## config.mk

```make
export PLATFORM = sky130hd
export DESIGN_NAME = fifo36_pkt_demux
export DESIGN_NICKNAME = d
export VERILOG_FILES = /design/src/rtl/fifo36_pkt_demux.sv
export SDC_FILE = /design/constraint.sdc
export NUM_CORES = 1
export LEC_CHECK = 0
export BUFFER_PORTS_ARGS = -buffer_cell sky130_fd_sc_hd__buf_2
export CAP_MARGIN = 20
export CORE_ASPECT_RATIO = 1.5
export CORE_UTILIZATION = 58
export DETAILED_ROUTE_END_ITERATION = 6
export HOLD_SLACK_MARGIN = 0.06
export PLACE_DENSITY = 0.83
export SLEW_MARGIN = 15
export SYNTH_ARGS = -nofsm -noshare
export SYNTH_HDL_FRONTEND = slang
export SYNTH_SLANG_ARGS = --single-unit
export TNS_END_PERCENT = 20
```

## constraint.sdc

```tcl
create_clock -name clk -period 4.3 [get_ports clk]
set_input_delay 0.43 -clock clk [delete_from_list [all_inputs] [get_ports clk]]
set_output_delay 0.43 -clock clk [all_outputs]
set_load 0.03 [all_outputs]
```

## src/rtl/fifo36_pkt_demux.sv

```systemverilog
// fifo36_pkt_demux: steers framed 36-bit lines to one of two buffered
// output ports, choosing per packet from a masked compare of the SOF line.
module fifo36_pkt_demux #(
  parameter logic [31:0] MATCH = 32'h0000_0000,
  parameter logic [31:0] MASK  = 32'hFFFF_FFFF
) (
  input  logic        clk,
  input  logic        reset,
  input  logic        clear,
  input  logic [35:0] data_i,
  input  logic        src_rdy_i,
  output logic        dst_rdy_o,
  output logic [35:0] data0_o,
  output logic        src0_rdy_o,
  input  logic        dst0_rdy_i,
  output logic [35:0] data1_o,
  output logic        src1_rdy_o,
  input  logic        dst1_rdy_i,
  output logic [15:0] drop_count
);

  typedef enum logic [1:0] {
    IDLE  = 2'd0,
    DATA0 = 2'd1,
    DATA1 = 2'd2,
    DROP  = 2'd3
  } state_t;

  state_t      r_state;
  state_t      w_next;

  logic        w_sof;
  logic        w_eof;
  logic        w_match;
  logic        w_xfer;
  logic        w_drop;
  logic [1:0]  w_wr;
  logic [1:0]  w_rd;
  logic [1:0]  w_full;
  logic [1:0]  w_vld;
  logic [1:0]  w_cons;
  logic [35:0] w_head [2];
  logic [15:0] r_drop;

  assign w_sof   = data_i[32];
  assign w_eof   = data_i[33];
  assign w_match = (data_i[31:0] & MASK) == (MATCH & MASK);
  assign w_xfer  = src_rdy_i & dst_rdy_o;
  assign w_cons  = {dst1_rdy_i, dst0_rdy_i};

  always_ff @(posedge clk or posedge reset) begin
    if (reset)      r_state <= IDLE;
    else if (clear) r_state <= IDLE;
    else            r_state <= w_next;
  end

  always_comb begin
    w_next = r_state;
    case (r_state)
      IDLE: begin
        if (src_rdy_i && w_sof)
          w_next = w_match ? DATA1 : DATA0;
      end
      DATA0, DATA1: begin
        if (w_xfer && w_eof)
          w_next = IDLE;
      end
      default: w_next = IDLE;
    endcase
  end

  always_comb begin
    dst_rdy_o = 1'b0;
    w_wr      = 2'b00;
    w_drop    = 1'b0;
    case (r_state)
      IDLE: begin
        // headers wait here for the route decision; strays are eaten
        dst_rdy_o = src_rdy_i & ~w_sof;
        w_drop    = src_rdy_i & ~w_sof;
      end
      DATA0: begin
        dst_rdy_o = ~w_full[0];
        w_wr[0]   = src_rdy_i & ~w_full[0];
      end
      DATA1: begin
        dst_rdy_o = ~w_full[1];
        w_wr[1]   = src_rdy_i & ~w_full[1];
      end
      default: dst_rdy_o = 1'b0;
    endcase
  end

  for (genvar p = 0; p < 2; p++) begin : g_buf
    logic [35:0] r_mem [2];
    logic        r_wp;
    logic        r_rp;
    logic [1:0]  r_cnt;

    assign w_full[p] = r_cnt == 2'd2;
    assign w_vld[p]  = r_cnt != 2'd0;
    assign w_rd[p]   = w_vld[p] & w_cons[p];
    assign w_head[p] = w_vld[p] ? r_mem[r_rp] : 36'd0;

    always_ff @(posedge clk) begin
      if (w_wr[p])
        r_mem[r_wp] <= data_i;
    end

    always_ff @(posedge clk or posedge reset) begin
      if (reset) begin
        r_wp  <= 1'b0;
        r_rp  <= 1'b0;
        r_cnt <= 2'd0;
      end else if (clear) begin
        r_wp  <= 1'b0;
        r_rp  <= 1'b0;
        r_cnt <= 2'd0;
      end else begin
        if (w_wr[p]) r_wp <= ~r_wp;
        if (w_rd[p]) r_rp <= ~r_rp;
        r_cnt <= r_cnt + {1'b0, w_wr[p]} - {1'b0, w_rd[p]};
      end
    end
  end

  assign data0_o    = w_head[0];
  assign data1_o    = w_head[1];
  assign src0_rdy_o = w_vld[0];
  assign src1_rdy_o = w_vld[1];

  always_ff @(posedge clk or posedge reset) begin
    if (reset)
      r_drop <= 16'd0;
    else if (clear)
      r_drop <= 16'd0;
    else if (w_drop && r_drop != 16'hFFFF)
      r_drop <= r_drop + 16'd1;
  end

  assign drop_count = r_drop;

endmodule

```

== Yosys cells after proc, flatten, opt, wreduce, memory -nomap -nowiden ==
Memory sizes are Yosys's and may differ from the RTL's.
Cells that the tools add are included.

* Register bits: 26
* Memory bits (writable): 144
* Input bits: 42
* Output and inout port bits: 91
* Word-level logic and storage cells: 76
* Memories: 2

* $add $sub $neg: 5
* Equal/unequal tests: 7
* Muxes and demuxes: 27
* Bitwise logic cells: 13
* Reductions and logical operators: 14

{| class="wikitable"
|+ Memory list
! name !! words !! width !! read ports !! clocked after memory_dff !! wr ports !! RTL line !! RTL
|-
| g_buf[0].r_mem || 2 || 36 || 1 || 0 || 1 || 95 || <nowiki>logic [35:0] r_mem [2];</nowiki>
|-
| g_buf[1].r_mem || 2 || 36 || 1 || 0 || 1 || 95 ||
|}

{| class="wikitable"
|+ Operators by type and width
! operator !! number
|-
| 36-bit two-way mux || 2
|-
| 32-bit zero test || 1
|-
| 16-bit two-way mux || 2
|-
| 16-bit by 1-bit adder with 16-bit output (second input constant) || 1
|-
| 16-bit inequality test (second input constant) || 1
|-
| 1-bit two-way mux || 15
|-
| 2-bit nonzero test || 7
|-
| 2-bit two-way mux || 6
|-
| 1-bit NOT || 7
|-
| 1-bit AND || 6
|-
| 2-bit == test (second input constant) || 3
|-
| 3-bit inequality test (second input constant) || 2
|-
| 2-bit by 1-bit adder with 2-bit output || 2
|-
| 2-bit one-hot mux with 2 select lines || 1
|-
| 2-bit by 1-bit subtractor with 2-bit output || 2
|-
| 1-bit logical AND || 3
|-
| 1-bit one-hot mux with 3 select lines || 1
|-
| 2-bit by 1-bit == test with 1-bit output (second input constant) || 1
|-
| 2-bit zero test || 1
|-
| 2-bit AND reduction || 1
|-
| 2-bit OR reduction || 1
|}

== Longest topological paths before layout ==
* Depth after elaboration: 8
* Depth in mapped cells: 9

== Worst setup path before layout ==
OpenSTA, ideal clock, no wires.

* Path type: register -> register
* Start: register r_state[0]
* End: memory g_buf[1].r_mem[0][0], enable pin
* Setup time: 0.429 ns
* Arrival: 2.317 ns
* Data required time: 3.871 ns
* Setup slack: 1.553 ns
* Stages on the path, launching flop included: 5
* Path buffers: 0
* Period minus slack after synthesis: 2.747 ns
* Cell sequence: dfrtp_1 -> inv_1 -> ha_1 -> nand3_1 -> nor2_1

* Word-level cells in the longest chain between the ends: 4

{| class="wikitable"
|+ RTL lines
! element !! RTL line !! RTL
|-
| from (decl) || 29 || <nowiki>state_t r_state;</nowiki>
|-
| from (signal assigned) || 54 || <nowiki>else r_state <= w_next;</nowiki>
|-
| 2-bit == test || 76 || <nowiki>case (r_state)</nowiki>
|-
| 1-bit two-way mux || 76 ||
|-
| 1-bit two-way mux || 106 || <nowiki>if (w_wr[p])</nowiki>
|-
| 1-bit two-way mux (not written as such) || 107 || <nowiki>r_mem[r_wp] <= data_i;</nowiki>
|-
| to (decl) || 95 ||
|}

Every way passes these cells.

== Worst setup path after layout ==
* Start: register g_buf[1].r_rp
* End: output data1_o[27]

* Word-level cells in the longest chain between the ends: 2

{| class="wikitable"
|+ RTL lines
! element !! RTL line !! RTL
|-
| from (decl) || 97 || <nowiki>logic r_rp;</nowiki>
|-
| from (signal assigned) || 121 || <nowiki>if (w_rd[p]) r_rp <= ~r_rp;</nowiki>
|-
| memory 2 x 36 bit || n/a ||
|-
| 36-bit two-way mux || 103 || <nowiki>assign w_head[p] = w_vld[p] ? r_mem[r_rp] : 36'd0;</nowiki>
|-
| to (decl) || 16 || <nowiki>output logic [35:0] data1_o,</nowiki>
|}

Every way passes these cells.

==> reports/results.ini <==
[finish]
nNetsFinal=679
fin_cells=791
final_common_cell=edfxtp_1
final_util=0.737
syn2layout_area_growth_pct=22.0
drive_gt1_frac=0.282
final_cell_mix=144 x edfxtp_1, 132 x buf_2, 87 x nor2_1, 75 x mux2i_1, 24 x dfrtp_1
antennaDiodeCount=0

[routing]
route.antenna.remaining_nets=0
wirelength_um=15500
vias=4603
wl_per_cell_um=19.5
drc=0
viasPerCell=5.82
drt_iter0_markers=335
drtPass1Iterations=6

[setup_path]
crit_fanout=37
reg2reg_slack_ps=1640
worstPathCellList=mux2i_1 > nor2_1 > buf_2
cp.depth=3
crit_arrival_ps=2250
startpoint_type=flip-flop
crit_family=flip-flops
critPathSlowestCell=dfrtp_2
critPathMaxStageDelay_ps=1090
endpoint_kind=primary output
cp_num_buf_inv=1
path_class=flip-flop to primary output
crit_required_ps=3870
r2r_cells=9

[floorplanning]
fp-row-count=48
ioPinCount=133
core_area_sq_mm=0.0117
die-area_sq_mm=0.0126
fp.dieW_um=91.9
start_util=0.604
die_h_um=137

[clock_tree]
cts-root-buf=clkbuf_16
ctsResizeCount=0
cts_buffers=17
clock_path_buffers=2
clkLatencyLatePin_ps=420
path_clk_slew_ps=60
cts.sinks=170
tritoncts=yes
htree_num_levels=4

[timing]
max_slew.worst_pin.slew_ps=1140
min_period_ps=2680
max_freq_ghz=0.373
finClkSkew_ps=5.84
setup_violations=0
relSlewSlack=0.237
rsz0062_at_grt=no
final.period_utilization=0.623
finalHoldViolCount=0
drv_slew=0
finalSetupTns_ps=0

[logic_synthesis]
synth_area_sq_mm=0.00704
yosysSeqAreaShare=0.707
synth_top_area_share=0.615
async_flop_share=0.153
synth_top_area_cell=edfxtp_1
syn-instance-count=490
syn-num-nets=541
yosys-top-cells-area=edfxtp_1 61%, mux2i_1 11%, dfrtp_1 9.2%
synth_cell_types=42
syn_area_per_cell_sq_um=14.4
yosysWarnings=0
synth_edf_count=144
synth-main-ff-cell=edfxtp_1
ys_ff_latch=170

[placed_design]
io_buffers=132
gp_congestion=0.779
hpwl_um=9550
dp_cells=753

[grt]
grt_pass1_wl_um=23100
antenna_found_initial=0
grt.overflow.total=0
first_global_vias=4563
grt_max_degree=38
grt_use_total=0.248

[power_and_ir_drop]
finalPower_w=0.00493
netSwitchingPower_w=0.00172
combPwrFrac=0.285
clkPwrFrac=0.307
p_leak_nw=3.31
p_per_area_mw_per_mm2=574
p_sw_frac=0.350
p_seq_frac=0.408
peakVddDrop_mv=0.340
p_int_w=0.00320

[worst_hold_path]
hold_depth=1
hp-class=input port to flip-flop

[flow_run]
drv_cap=0

[outcome]
status=complete, no violations

==> worst reg2reg max path, delay by kind of cell, from the launching register on <==
kind	cells	cell delay, ps
AND/OR/NAND/NOR	4	1350
adder cells (fa/ha/maj)	2	480
flip-flops	1	430
buffers and inverters	2	170
XOR/XNOR	1	160
==> area by class of cell <==
class | count | area, sq um
inverter | 19 | 71.3
clock inverter | 15 | 163
timing repair buffer | 138 | 801
sequential | 170 | 4980
clock buffer | 17 | 425
fill | 744 | 3070
tap | 150 | 188
multi-input combinational | 282 | 1960
==> power by group through the flow <==
stage | registers, W | logic (W) | clock network (W)
after floorplan | 0.00197 | 0.00100 | 0
after global placement | 0.00207 | 0.00129 | 0
after detailed placement | 0.00208 | 0.00132 | 0
after CTS | 0.00205 | 0.00134 | 0.00151
after global routing | 0.00202 | 0.00149 | 0.00158
final | 0.00201 | 0.00140 | 0.00151
==> path summary, 6_finish.rpt <==
check	start	to
min	data_i[35]	g_buf[0].r_mem[0][35]$_DFFE_PP_
max	g_buf[1].r_rp$_DFFE_PP0P_	data1_o[27]
min reg2reg	drop_count[10]$_DFFE_PP0P_	drop_count[10]$_DFFE_PP0P_
max reg2reg	g_buf[0].r_cnt[0]$_DFF_PP0_	g_buf[0].r_cnt[1]$_DFF_PP0_
max in group asynchronous	reset	g_buf[0].r_rp$_DFFE_PP0P_
min in group asynchronous	reset	drop_count[10]$_DFFE_PP0P_
==> timing repair <==
| action | CTS | global route |
|---|---|---|
| setup buffers | 0 | 0 |
| hold endpoints to repair | 0 | 9 |
| hold buffers | 0 | 1 |
==> per-stage QoR <==
step / hold WS (ps) / area [sq um] / setup slack [ps]
2_1_floorplan: 470 / 7040 / 1550
3_3_place_gp: 551 / 7860 / 1850
3_5_place_dp: 559 / 7860 / 1710
4_1_cts: 223 / 8440 / 1610
5_1_grt: 226 / 8580 / 1470
6_report: 229 / 8580 / 1620
==> routing by layer <==
metal | vias to the layer above | part of all wire | global-route usage
met3 | 29 | 0.058 | 0.0656
met2 | 187 | 0.55 | 0.443
met5 | - | 0 | 0
met4 | 0 | 0.022 | 0.104
li1 | 2099 | - | -
met1 | 2288 | 0.37 | 0.279
==> registers in the layout, indices dropped and copies added (netlist names) <==
register	cells
g_buf.r_wp	2
g_buf.r_mem	144
drop_count	16
g_buf.r_rp	2
g_buf.r_cnt	4
r_state	2
==> Yosys cell counts (5+ instances only) <==
cell      count
nor2b_1       6
buf_2         5
o31ai_1       6
nor2_1       93
clkbuf_1     10
ha_1          9
nor4_1       11
mux2i_1      75
or4_1         8
a21oi_1      11
nand3_1       6
nor3_1        6
nand2_1      10
inv_1        19
dfrtp_1      26
edfxtp_1    144
==> cell families (layout without fill, tap and decap cells) <==
family                     count (synthesis)  in the layout  share of synthesized area
adders and majority gates                  9              9                     0.0160
xor gates and xnor gates                   6              6                    0.00747
DFF                                      170            170                      0.707
and+or+nand+nor                          160            160                      0.109
buffers and inverters                     38            189                     0.0212
AOI/OAI and AO/OA                         27             27                     0.0249
muxes                                     80             80                      0.115
(Power assumes the default switching activity.)
